[src/rtl/pc_sequencer_if.sv]
// Fetch-stage control bundle between the decode/hazard logic (master) and the
// program-counter sequencer (slave).
interface pc_sequencer_if #(
    parameter int WIDTH = 16,
    parameter int NFWD  = 3
);
    localparam int FSEL_W = (NFWD > 1) ? $clog2(NFWD) : 1;

    logic                  stall;
    logic                  pc_sel;
    logic                  reg_jmp;
    logic                  halt;
    logic                  siic;
    logic                  rti;
    logic [FSEL_W-1:0]     fwd_sel;
    logic [NFWD*WIDTH-1:0] rs_bus;
    logic [WIDTH-1:0]      imm;

    logic [WIDTH-1:0]      pc;
    logic [WIDTH-1:0]      pc_inc;
    logic [WIDTH-1:0]      epc;
    logic                  exc_active;
    logic                  halted;
    logic                  redirect;

    modport master (
        output stall, pc_sel, reg_jmp, halt, siic, rti, fwd_sel, rs_bus, imm,
        input  pc, pc_inc, epc, exc_active, halted, redirect
    );

    modport slave (
        input  stall, pc_sel, reg_jmp, halt, siic, rti, fwd_sel, rs_bus, imm,
        output pc, pc_inc, epc, exc_active, halted, redirect
    );
endinterface

[src/rtl/pc_sequencer.sv]
// Registered program counter with branch/jump targets, forwarded register-indirect
// jumps, precise exception entry/return, sticky halt and a one-cycle flush pulse.
module pc_sequencer #(
    parameter int WIDTH      = 16,
    parameter int INC        = 2,
    parameter int RESET_PC   = 0,
    parameter int EXC_VECTOR = 2,
    parameter int NFWD       = 3
) (
    input  logic            clk,
    input  logic            rst_n,
    pc_sequencer_if.slave   bus
);
    localparam int FSEL_W = (NFWD > 1) ? $clog2(NFWD) : 1;

    localparam logic [WIDTH-1:0] INC_W   = WIDTH'(INC);
    localparam logic [WIDTH-1:0] RESET_W = WIDTH'(RESET_PC);
    localparam logic [WIDTH-1:0] VEC_W   = WIDTH'(EXC_VECTOR);

    typedef enum logic [1:0] {
        ST_RUN  = 2'd0,
        ST_EXC  = 2'd1,
        ST_HALT = 2'd2
    } state_t;

    // One decoded action per cycle; every register's next value derives from it.
    typedef enum logic [2:0] {
        ACT_HOLD = 3'd0,
        ACT_EXC  = 3'd1,
        ACT_RTI  = 3'd2,
        ACT_HALT = 3'd3,
        ACT_JUMP = 3'd4,
        ACT_SEQ  = 3'd5
    } action_t;

    state_t           state_q, state_d;
    logic [WIDTH-1:0] pc_q, pc_d;
    logic [WIDTH-1:0] epc_q, epc_d;
    logic             redirect_q, redirect_d;

    action_t          action;
    logic [WIDTH-1:0] pc_inc;
    logic [WIDTH-1:0] br_tgt;
    logic [WIDTH-1:0] jr_tgt;
    logic [WIDTH-1:0] rs_sel;
    logic [WIDTH-1:0] rs_arr [NFWD];
    logic             exc_active;
    logic             halted;

    // ------------------------------------------------------------------
    // Rs forwarding mux
    // ------------------------------------------------------------------
    generate
        for (genvar gi = 0; gi < NFWD; gi++) begin : g_rs_unpack
            assign rs_arr[gi] = bus.rs_bus[gi*WIDTH +: WIDTH];
        end
    endgenerate

    // Out-of-range selects fall back to the register-file copy in slot 0.
    always_comb begin
        rs_sel = rs_arr[0];
        for (int i = 1; i < NFWD; i++) begin
            if (bus.fwd_sel == FSEL_W'(i)) begin
                rs_sel = rs_arr[i];
            end
        end
    end

    // ------------------------------------------------------------------
    // Target arithmetic (modulo 2^WIDTH)
    // ------------------------------------------------------------------
    always_comb begin
        pc_inc = pc_q + INC_W;
        br_tgt = pc_inc + bus.imm;
        jr_tgt = rs_sel + bus.imm;
    end

    // ------------------------------------------------------------------
    // Priority decode of the control inputs
    // ------------------------------------------------------------------
    always_comb begin
        action = ACT_SEQ;
        if (bus.stall) begin
            action = ACT_HOLD;
        end else if (state_q == ST_HALT) begin
            action = ACT_HOLD;
        end else if (bus.siic) begin
            action = ACT_EXC;
        end else if (bus.rti) begin
            // Outside the handler a return is meaningless and just advances.
            action = (state_q == ST_EXC) ? ACT_RTI : ACT_SEQ;
        end else if (bus.halt) begin
            action = ACT_HALT;
        end else if (bus.pc_sel) begin
            action = ACT_JUMP;
        end else begin
            action = ACT_SEQ;
        end
    end

    // ------------------------------------------------------------------
    // FSM: state register (with the datapath registers)
    // ------------------------------------------------------------------
    always_ff @(posedge clk or negedge rst_n) begin
        if (!rst_n) begin
            state_q    <= ST_RUN;
            pc_q       <= RESET_W;
            epc_q      <= '0;
            redirect_q <= 1'b0;
        end else begin
            state_q    <= state_d;
            pc_q       <= pc_d;
            epc_q      <= epc_d;
            redirect_q <= redirect_d;
        end
    end

    // ------------------------------------------------------------------
    // FSM: next-state logic
    // ------------------------------------------------------------------
    always_comb begin
        state_d = state_q;
        unique case (action)
            ACT_EXC:  state_d = ST_EXC;
            ACT_RTI:  state_d = ST_RUN;
            ACT_HALT: state_d = ST_HALT;
            default:  state_d = state_q;
        endcase
    end

    // ------------------------------------------------------------------
    // Datapath next values
    // ------------------------------------------------------------------
    always_comb begin
        pc_d       = pc_q;
        epc_d      = epc_q;
        redirect_d = 1'b0;
        unique case (action)
            ACT_HOLD: begin
                pc_d = pc_q;
            end
            ACT_EXC: begin
                pc_d       = VEC_W;
                redirect_d = 1'b1;
                // A nested exception keeps the original return address.
                if (state_q == ST_RUN) begin
                    epc_d = pc_inc;
                end
            end
            ACT_RTI: begin
                pc_d       = epc_q;
                redirect_d = 1'b1;
            end
            ACT_HALT: begin
                pc_d = pc_q;
            end
            ACT_JUMP: begin
                pc_d       = bus.reg_jmp ? jr_tgt : br_tgt;
                redirect_d = 1'b1;
            end
            default: begin
                pc_d = pc_inc;
            end
        endcase
    end

    // ------------------------------------------------------------------
    // FSM: output logic
    // ------------------------------------------------------------------
    always_comb begin
        exc_active = 1'b0;
        halted     = 1'b0;
        unique case (state_q)
            ST_EXC:  exc_active = 1'b1;
            ST_HALT: halted     = 1'b1;
            default: begin
                exc_active = 1'b0;
                halted     = 1'b0;
            end
        endcase
    end

    assign bus.pc         = pc_q;
    assign bus.pc_inc     = pc_inc;
    assign bus.epc        = epc_q;
    assign bus.exc_active = exc_active;
    assign bus.halted     = halted;
    assign bus.redirect   = redirect_q;

endmodule

[src/flat_wrapper.sv]
// flat-port wrapper written by rule: the top's interface ports become plain ports
module pc_sequencer_flat 
#(
    parameter int WIDTH      = 16,
    parameter int INC        = 2,
    parameter int RESET_PC   = 0,
    parameter int EXC_VECTOR = 2,
    parameter int NFWD       = 3
)
  (clk, rst_n, bus_stall, bus_pc_sel, bus_reg_jmp, bus_halt, bus_siic, bus_rti, bus_fwd_sel, bus_rs_bus, bus_imm, bus_pc, bus_pc_inc, bus_epc, bus_exc_active, bus_halted, bus_redirect);
  pc_sequencer_if #(.WIDTH(WIDTH), .NFWD(NFWD)) bus_i ();
  input  logic clk;
  input  logic rst_n;
  input wire logic [$bits(bus_i.stall)-1:0] bus_stall;
  input wire logic [$bits(bus_i.pc_sel)-1:0] bus_pc_sel;
  input wire logic [$bits(bus_i.reg_jmp)-1:0] bus_reg_jmp;
  input wire logic [$bits(bus_i.halt)-1:0] bus_halt;
  input wire logic [$bits(bus_i.siic)-1:0] bus_siic;
  input wire logic [$bits(bus_i.rti)-1:0] bus_rti;
  input wire logic [$bits(bus_i.fwd_sel)-1:0] bus_fwd_sel;
  input wire logic [$bits(bus_i.rs_bus)-1:0] bus_rs_bus;
  input wire logic [$bits(bus_i.imm)-1:0] bus_imm;
  output wire logic [$bits(bus_i.pc)-1:0] bus_pc;
  output wire logic [$bits(bus_i.pc_inc)-1:0] bus_pc_inc;
  output wire logic [$bits(bus_i.epc)-1:0] bus_epc;
  output wire logic [$bits(bus_i.exc_active)-1:0] bus_exc_active;
  output wire logic [$bits(bus_i.halted)-1:0] bus_halted;
  output wire logic [$bits(bus_i.redirect)-1:0] bus_redirect;
  assign bus_i.stall = bus_stall;
  assign bus_i.pc_sel = bus_pc_sel;
  assign bus_i.reg_jmp = bus_reg_jmp;
  assign bus_i.halt = bus_halt;
  assign bus_i.siic = bus_siic;
  assign bus_i.rti = bus_rti;
  assign bus_i.fwd_sel = bus_fwd_sel;
  assign bus_i.rs_bus = bus_rs_bus;
  assign bus_i.imm = bus_imm;
  assign bus_pc = bus_i.pc;
  assign bus_pc_inc = bus_i.pc_inc;
  assign bus_epc = bus_i.epc;
  assign bus_exc_active = bus_i.exc_active;
  assign bus_halted = bus_i.halted;
  assign bus_redirect = bus_i.redirect;
  pc_sequencer #(.WIDTH(WIDTH), .INC(INC), .RESET_PC(RESET_PC), .EXC_VECTOR(EXC_VECTOR), .NFWD(NFWD)) u_core (.clk(clk), .rst_n(rst_n), .bus(bus_i));
endmodule
[config.mk]
export PLATFORM = sky130hd
export DESIGN_NAME = pc_sequencer_flat
export DESIGN_NICKNAME = d
export VERILOG_FILES = /design/src/rtl/pc_sequencer_if.sv /design/src/rtl/pc_sequencer.sv /design/src/flat_wrapper.sv
export SDC_FILE = /design/constraint.sdc
export NUM_CORES = 1
export LEC_CHECK = 0
export ABC_CLOCK_PERIOD_IN_PS = 7100
export CAP_MARGIN = 20
export CORE_ASPECT_RATIO = 0.75
export CORE_MARGIN = 3
export CORE_UTILIZATION = 25
export CTS_BUF_LIST = sky130_fd_sc_hd__clkbuf_16
export DETAILED_ROUTE_END_ITERATION = 6
export HOLD_SLACK_MARGIN = 0.12
export PLACE_DENSITY = 0.48
export REMOVE_ABC_BUFFERS = 1
export SYNTH_ARGS = -nofsm -noshare
export SYNTH_HDL_FRONTEND = slang
export SYNTH_SLANG_ARGS = --single-unit
[constraint.sdc]
create_clock -name clk -period 7.1 [get_ports clk]
set_clock_uncertainty 0.05 [all_clocks]
set_input_delay 1.42 -clock clk [delete_from_list [all_inputs] [get_ports clk]]
set_output_delay 1.42 -clock clk [all_outputs]
set_load 0.05 [all_outputs]
## Word-level counts from Yosys, hierarchy flattened

Cells that the tools add are included.

| word-level totals | value |
|---|---|
| output and inout bits | 51 |
| input bits | 74 |
| flip-flop bits (word level) | 35 |

| cells by class | value |
|---|---|
| reductions and logical operators | 6 |
| equal/unequal tests | 8 |
| mux-type cells | 15 |
| add/subtract/negate cells | 3 |

Operators with widths:

| cell | count |
|---|---|
| $pmux W16 S4 | 1 |
| $mux W16 | 3 |
| $add A16 B16 Y16 | 2 |
| $mux W3 | 6 |
| $add A16 B2 Y16 const B | 1 |
| $eq A3 B2 Y1 const B | 2 |
| $pmux W2 S3 | 1 |
| $eq A2 B1 Y1 const B | 2 |
| $eq A2 B2 Y1 const B | 2 |
| $mux W1 | 4 |
| $eq A3 B1 Y1 const B | 1 |
| $eq A3 B3 Y1 const B | 1 |
| $logic_not A3 Y1 | 1 |
| $reduce_bool A3 Y1 | 1 |
| $reduce_or A3 Y1 | 1 |
| $logic_not A2 Y1 | 1 |
| $reduce_and A2 Y1 | 1 |
| $reduce_or A2 Y1 | 1 |

## Depth between registers and ports, before layout

| logic depth | value |
|---|---|
| depth after elaboration | 9 |
| mapped depth | 15 |
| depth with buffers taken out | 14 |

## Worst setup path after synthesis

OpenSTA, ideal clock, no wires.

| timing path | value |
|---|---|
| path type | input -> register |
| start point | in bus_fwd_sel[0] |
| end point | reg u_core.pc_q[13], in the netlist u_core.bus.pc[13] |
| buffers on the path | 2 |
| arrival | 4.203 ns |
| setup slack | 2.721 ns |
| setup time | 0.126 ns |
| stages on the path | 12 |
| data required time | 6.924 ns |
| path through | clkbuf_1 buf_1 mux2_2 o211ai_1 o21ai_0 ha_1 a2111o_1 a21oi_2 o21ai_2 a221oi_4 xnor2_1 a221o_1 |

| on the way | value |
|---|---|
| word-level cells in the longest chain between the ends | 6 |
| elaborated cells between the ends (all ways) | 7 |
| those cells by class | add/sub: 1; eq/ne: 2; mux: 4 |

Ends and longest elaborated chain:

| item | line | source |
|---|---|---|
| from (decl) | flat_wrapper.sv:20 | `input wire logic [$bits(bus_i.fwd_sel)-1:0] bus_fwd_sel;` |
| $eq A2 B1 Y1 | pc_sequencer.sv:63 | `if (bus.fwd_sel == FSEL_W'(i)) begin` |
| $mux W16 | pc_sequencer.sv:63 |  |
| $mux W16 (*) | pc_sequencer.sv:63 |  |
| $add A16 B16 Y16 (*) | pc_sequencer.sv:75 | `jr_tgt = rs_sel + bus.imm;` |
| $mux W16 (*) | pc_sequencer.sv:158 | `pc_d = bus.reg_jmp ? jr_tgt : br_tgt;` |
| $pmux W16 S4 (*) | pc_sequencer.sv:138 | `unique case (action)` |
| to (signal assigned) | pc_sequencer.sv:112 | `pc_q <= pc_d;` |
| to (decl) | pc_sequencer.sv:37 | `logic [WIDTH-1:0] pc_q, pc_d;` |

Every way passes the cells marked *; elsewhere a longest branch is shown, timed or not.
A chain may end at the register's enable or synchronous reset.

## Worst setup path in the final report

| timing path | value |
|---|---|
| start point | in bus_fwd_sel[1] |
| end point | reg u_core.pc_q[14], in the netlist u_core.bus.pc[14] |

The elaborated chain is that of the path after synthesis.

==> reports/results.ini <==
[finish]
seqCellArea_sq_um=876
num-fill-cells=1348
layout.nets=617
area_growth_pct=45.3
final_common_cell=clkdlybuf4s50_1
drive_above_1_share=0.0987
most-common-layout-cells=123 x clkdlybuf4s50_1, 38 x nor2_1, 35 x dfrtp_1
multi_input_area_sq_um=2400
antenna_cells=0
final_area_sq_um=5000
stdcell_count=698

[placed_design]
port_buffers=124
pre_cts_ws_ns=2.05
place_inst=690
dpl-instance-area_sq_um=4830
finalWeightedCongestion=0.805
hpwlAfterDp_um=9520

[sta]
slew_headroom=0.345
setup_tns_ns=0
hold_viol=0
worst_pin_slew_ns=0.982
finalCritPeriodShare=0.671
finalSetupViolCount=0
rsz0062_at_grt=no
clock.fmax_ghz=0.210
slew_viol_final=0
setup_slack_ns=2.33
period_minus_slack_ns=4.77

[clock_network]
htreeDepth=2
clockRootBuffer=clkbuf_16
clockBufferDepth=2
postCtsSetupRepairBufs=0
hold_buffers=0
cts.clk_slew.worst_paths_ns=0.06
cts_resized=0
insertion_delay_ns=0.28
cts_sinks=35
cts_tree=yes
cts_buffers=5

[flow_run]
maxCapViolations=0

[detailed_routing]
wl_per_cell_um=17.2
wl_um=12000
drt_iter0_drc=164
route.detailed.drc=0
drtAntennaViolNets=0
drtPass1Iterations=5
dr_total_vias=3572
via_per_inst=5.12

[yosys]
seq_area_frac_synth=0.255
ys_types=68
syn_area_sq_um=3440
async_reset_ff_frac=1.00
yosysTopAreaCellShare=0.255
netlist_top_cells_area=dfrtp_1 25%, mux2_2 7.2%, mux2i_1 6.1%
yosys_warnings=0
synth_edf_count=0
synthCells=412
yosysTopAreaCell=dfrtp_1
syn_avg_cell_area_sq_um=8.35
synth_flop_cell=dfrtp_1
ys_ff_latch=35

[setup_path]
r2r-start=u_core.bus.pc[1]
crit_path_start_kind=input port
arrival_ns=4.88
critPathKind=input port to register
reg2reg_slack_ns=3.40
cp_max_fo=17
required_ns=7.21
crit_path_start=bus_fwd_sel[1]
critPathCaptureType=register

[hold_path]
hold_path.class=register to register
min-delay-start=u_core.bus.epc[0]

[pwr]
powerDensity_nw_per_um2=333
peakVddDrop_uv=240
p_total_w=0.00167
power.leakage_nw=2.01

[global_route]
grt_remaining_overflow=0
antenna_found_initial=0
grt_pass1_wl_um=18700
grt_max_degree=36
grt_pass1_vias=3482
grt_use_total=0.155

[floorplanning]
die_h_um=108
rows=36
core_sq_um=13200
start_util=0.261
dieWidth_um=141
dieArea_sq_um=15200
pin_count=125

[status]
status=finished, final reports clean

==> through the flow <==
stage,hold WS [ns],util
after floorplan,0.512,-
after global placement,0.485,0.365
after detailed placement,0.486,0.366
after CTS,0.499,0.379
after global routing,0.534,0.379
final,0.494,0.379
==> cells in the mapped netlist (2+ instances only) <==
cell,n
nand2b_1,2
inv_1,17
nor3_1,6
a21o_1,6
buf_1,3
a211o_1,2
o21bai_1,2
xor2_1,6
nand2_1,32
a22oi_1,6
ha_1,16
and2_1,4
a21oi_1,32
a221o_1,3
o211ai_1,7
or4b_2,2
mux2_2,22
buf_2,3
nor3b_1,3
o31ai_1,2
mux2i_1,21
nand3b_1,2
o21a_1,8
a31oi_1,6
a211oi_1,5
nand3_1,10
nand4_1,7
dfrtp_1,35
nor2_1,38
or3_1,4
a21oi_2,2
buf_6,2
and3_1,4
a41oi_1,2
xnor2_1,12
and3b_1,2
nor2b_1,5
o22ai_1,2
a222oi_1,2
o21ai_0,28
clkbuf_1,12
==> path summary, 6_finish.rpt <==
path | endpoint | cells past startpoint
worst max-delay path | u_core.bus.pc[14] | 14
worst min-delay path | u_core.bus.epc[0] | 1
worst max register to register | u_core.bus.pc[10] | 11
worst min register to register | u_core.bus.epc[0] | 1
max in group asynchronous | u_core.bus.epc[12] | 2
min in group asynchronous | u_core.bus.pc[4] | 2
==> worst max-delay path, cell delays in order <==
cell             delay [ns]
clkdlybuf4s50_1        0.83
buf_4                  0.30
a211oi_1               0.06
a21oi_1                0.14
mux2_2                 0.16
ha_1                   0.18
inv_1                  0.07
fa_1                   0.39
nor2b_1                0.22
o31ai_1                0.13
a211oi_1               0.47
a22o_1                 0.23
mux2i_1                0.19
a31oi_1                0.09
==> power by group <==
part | internal (W) | leakage (nW) | switching, W
sequential | 0.000269 | 0.420 | 0.0000940
clock | 0.000164 | 0.0812 | 0.0000866
combinational | 0.000386 | 1.51 | 0.000666
==> cells by family after synthesis <==
kind of cell    Yosys count  share of synthesized area
xor+xnor                 18                     0.0459
simple gates            130                      0.196
flops                    35                      0.255
buf+inv                  39                     0.0495
compound gates          130                      0.257
fa+ha+maj                17                     0.0640
mux                      43                      0.133
==> metal layers <==
metal,vias up,track usage,share of wire,wire length [um]
met4,0,0.0226,0.0085,102
met3,10,0.0404,0.069,833
met1,1678,0.226,0.50,6030
li1,1764,-,-,-
met2,120,0.236,0.42,5060
met5,-,0,0,0
==> state kept, by name, summed over array words and instances, names as in the netlist <==
signal,flops
u_core.state_q,2
u_core.bus.epc,16
u_core.bus.redirect,1
u_core.bus.pc,16
==> layout make-up <==
class,instances,share of cell area
Multi-Input combinational cell,338,0.481
Clock buffer,5,0.0250
Tap cell,171,0.0428
Inverter,17,0.0128
Clock inverter,3,0.00776
Sequential cell,35,0.175
Timing Repair Buffer,129,0.256
Power figures use the tool's default switching activity.
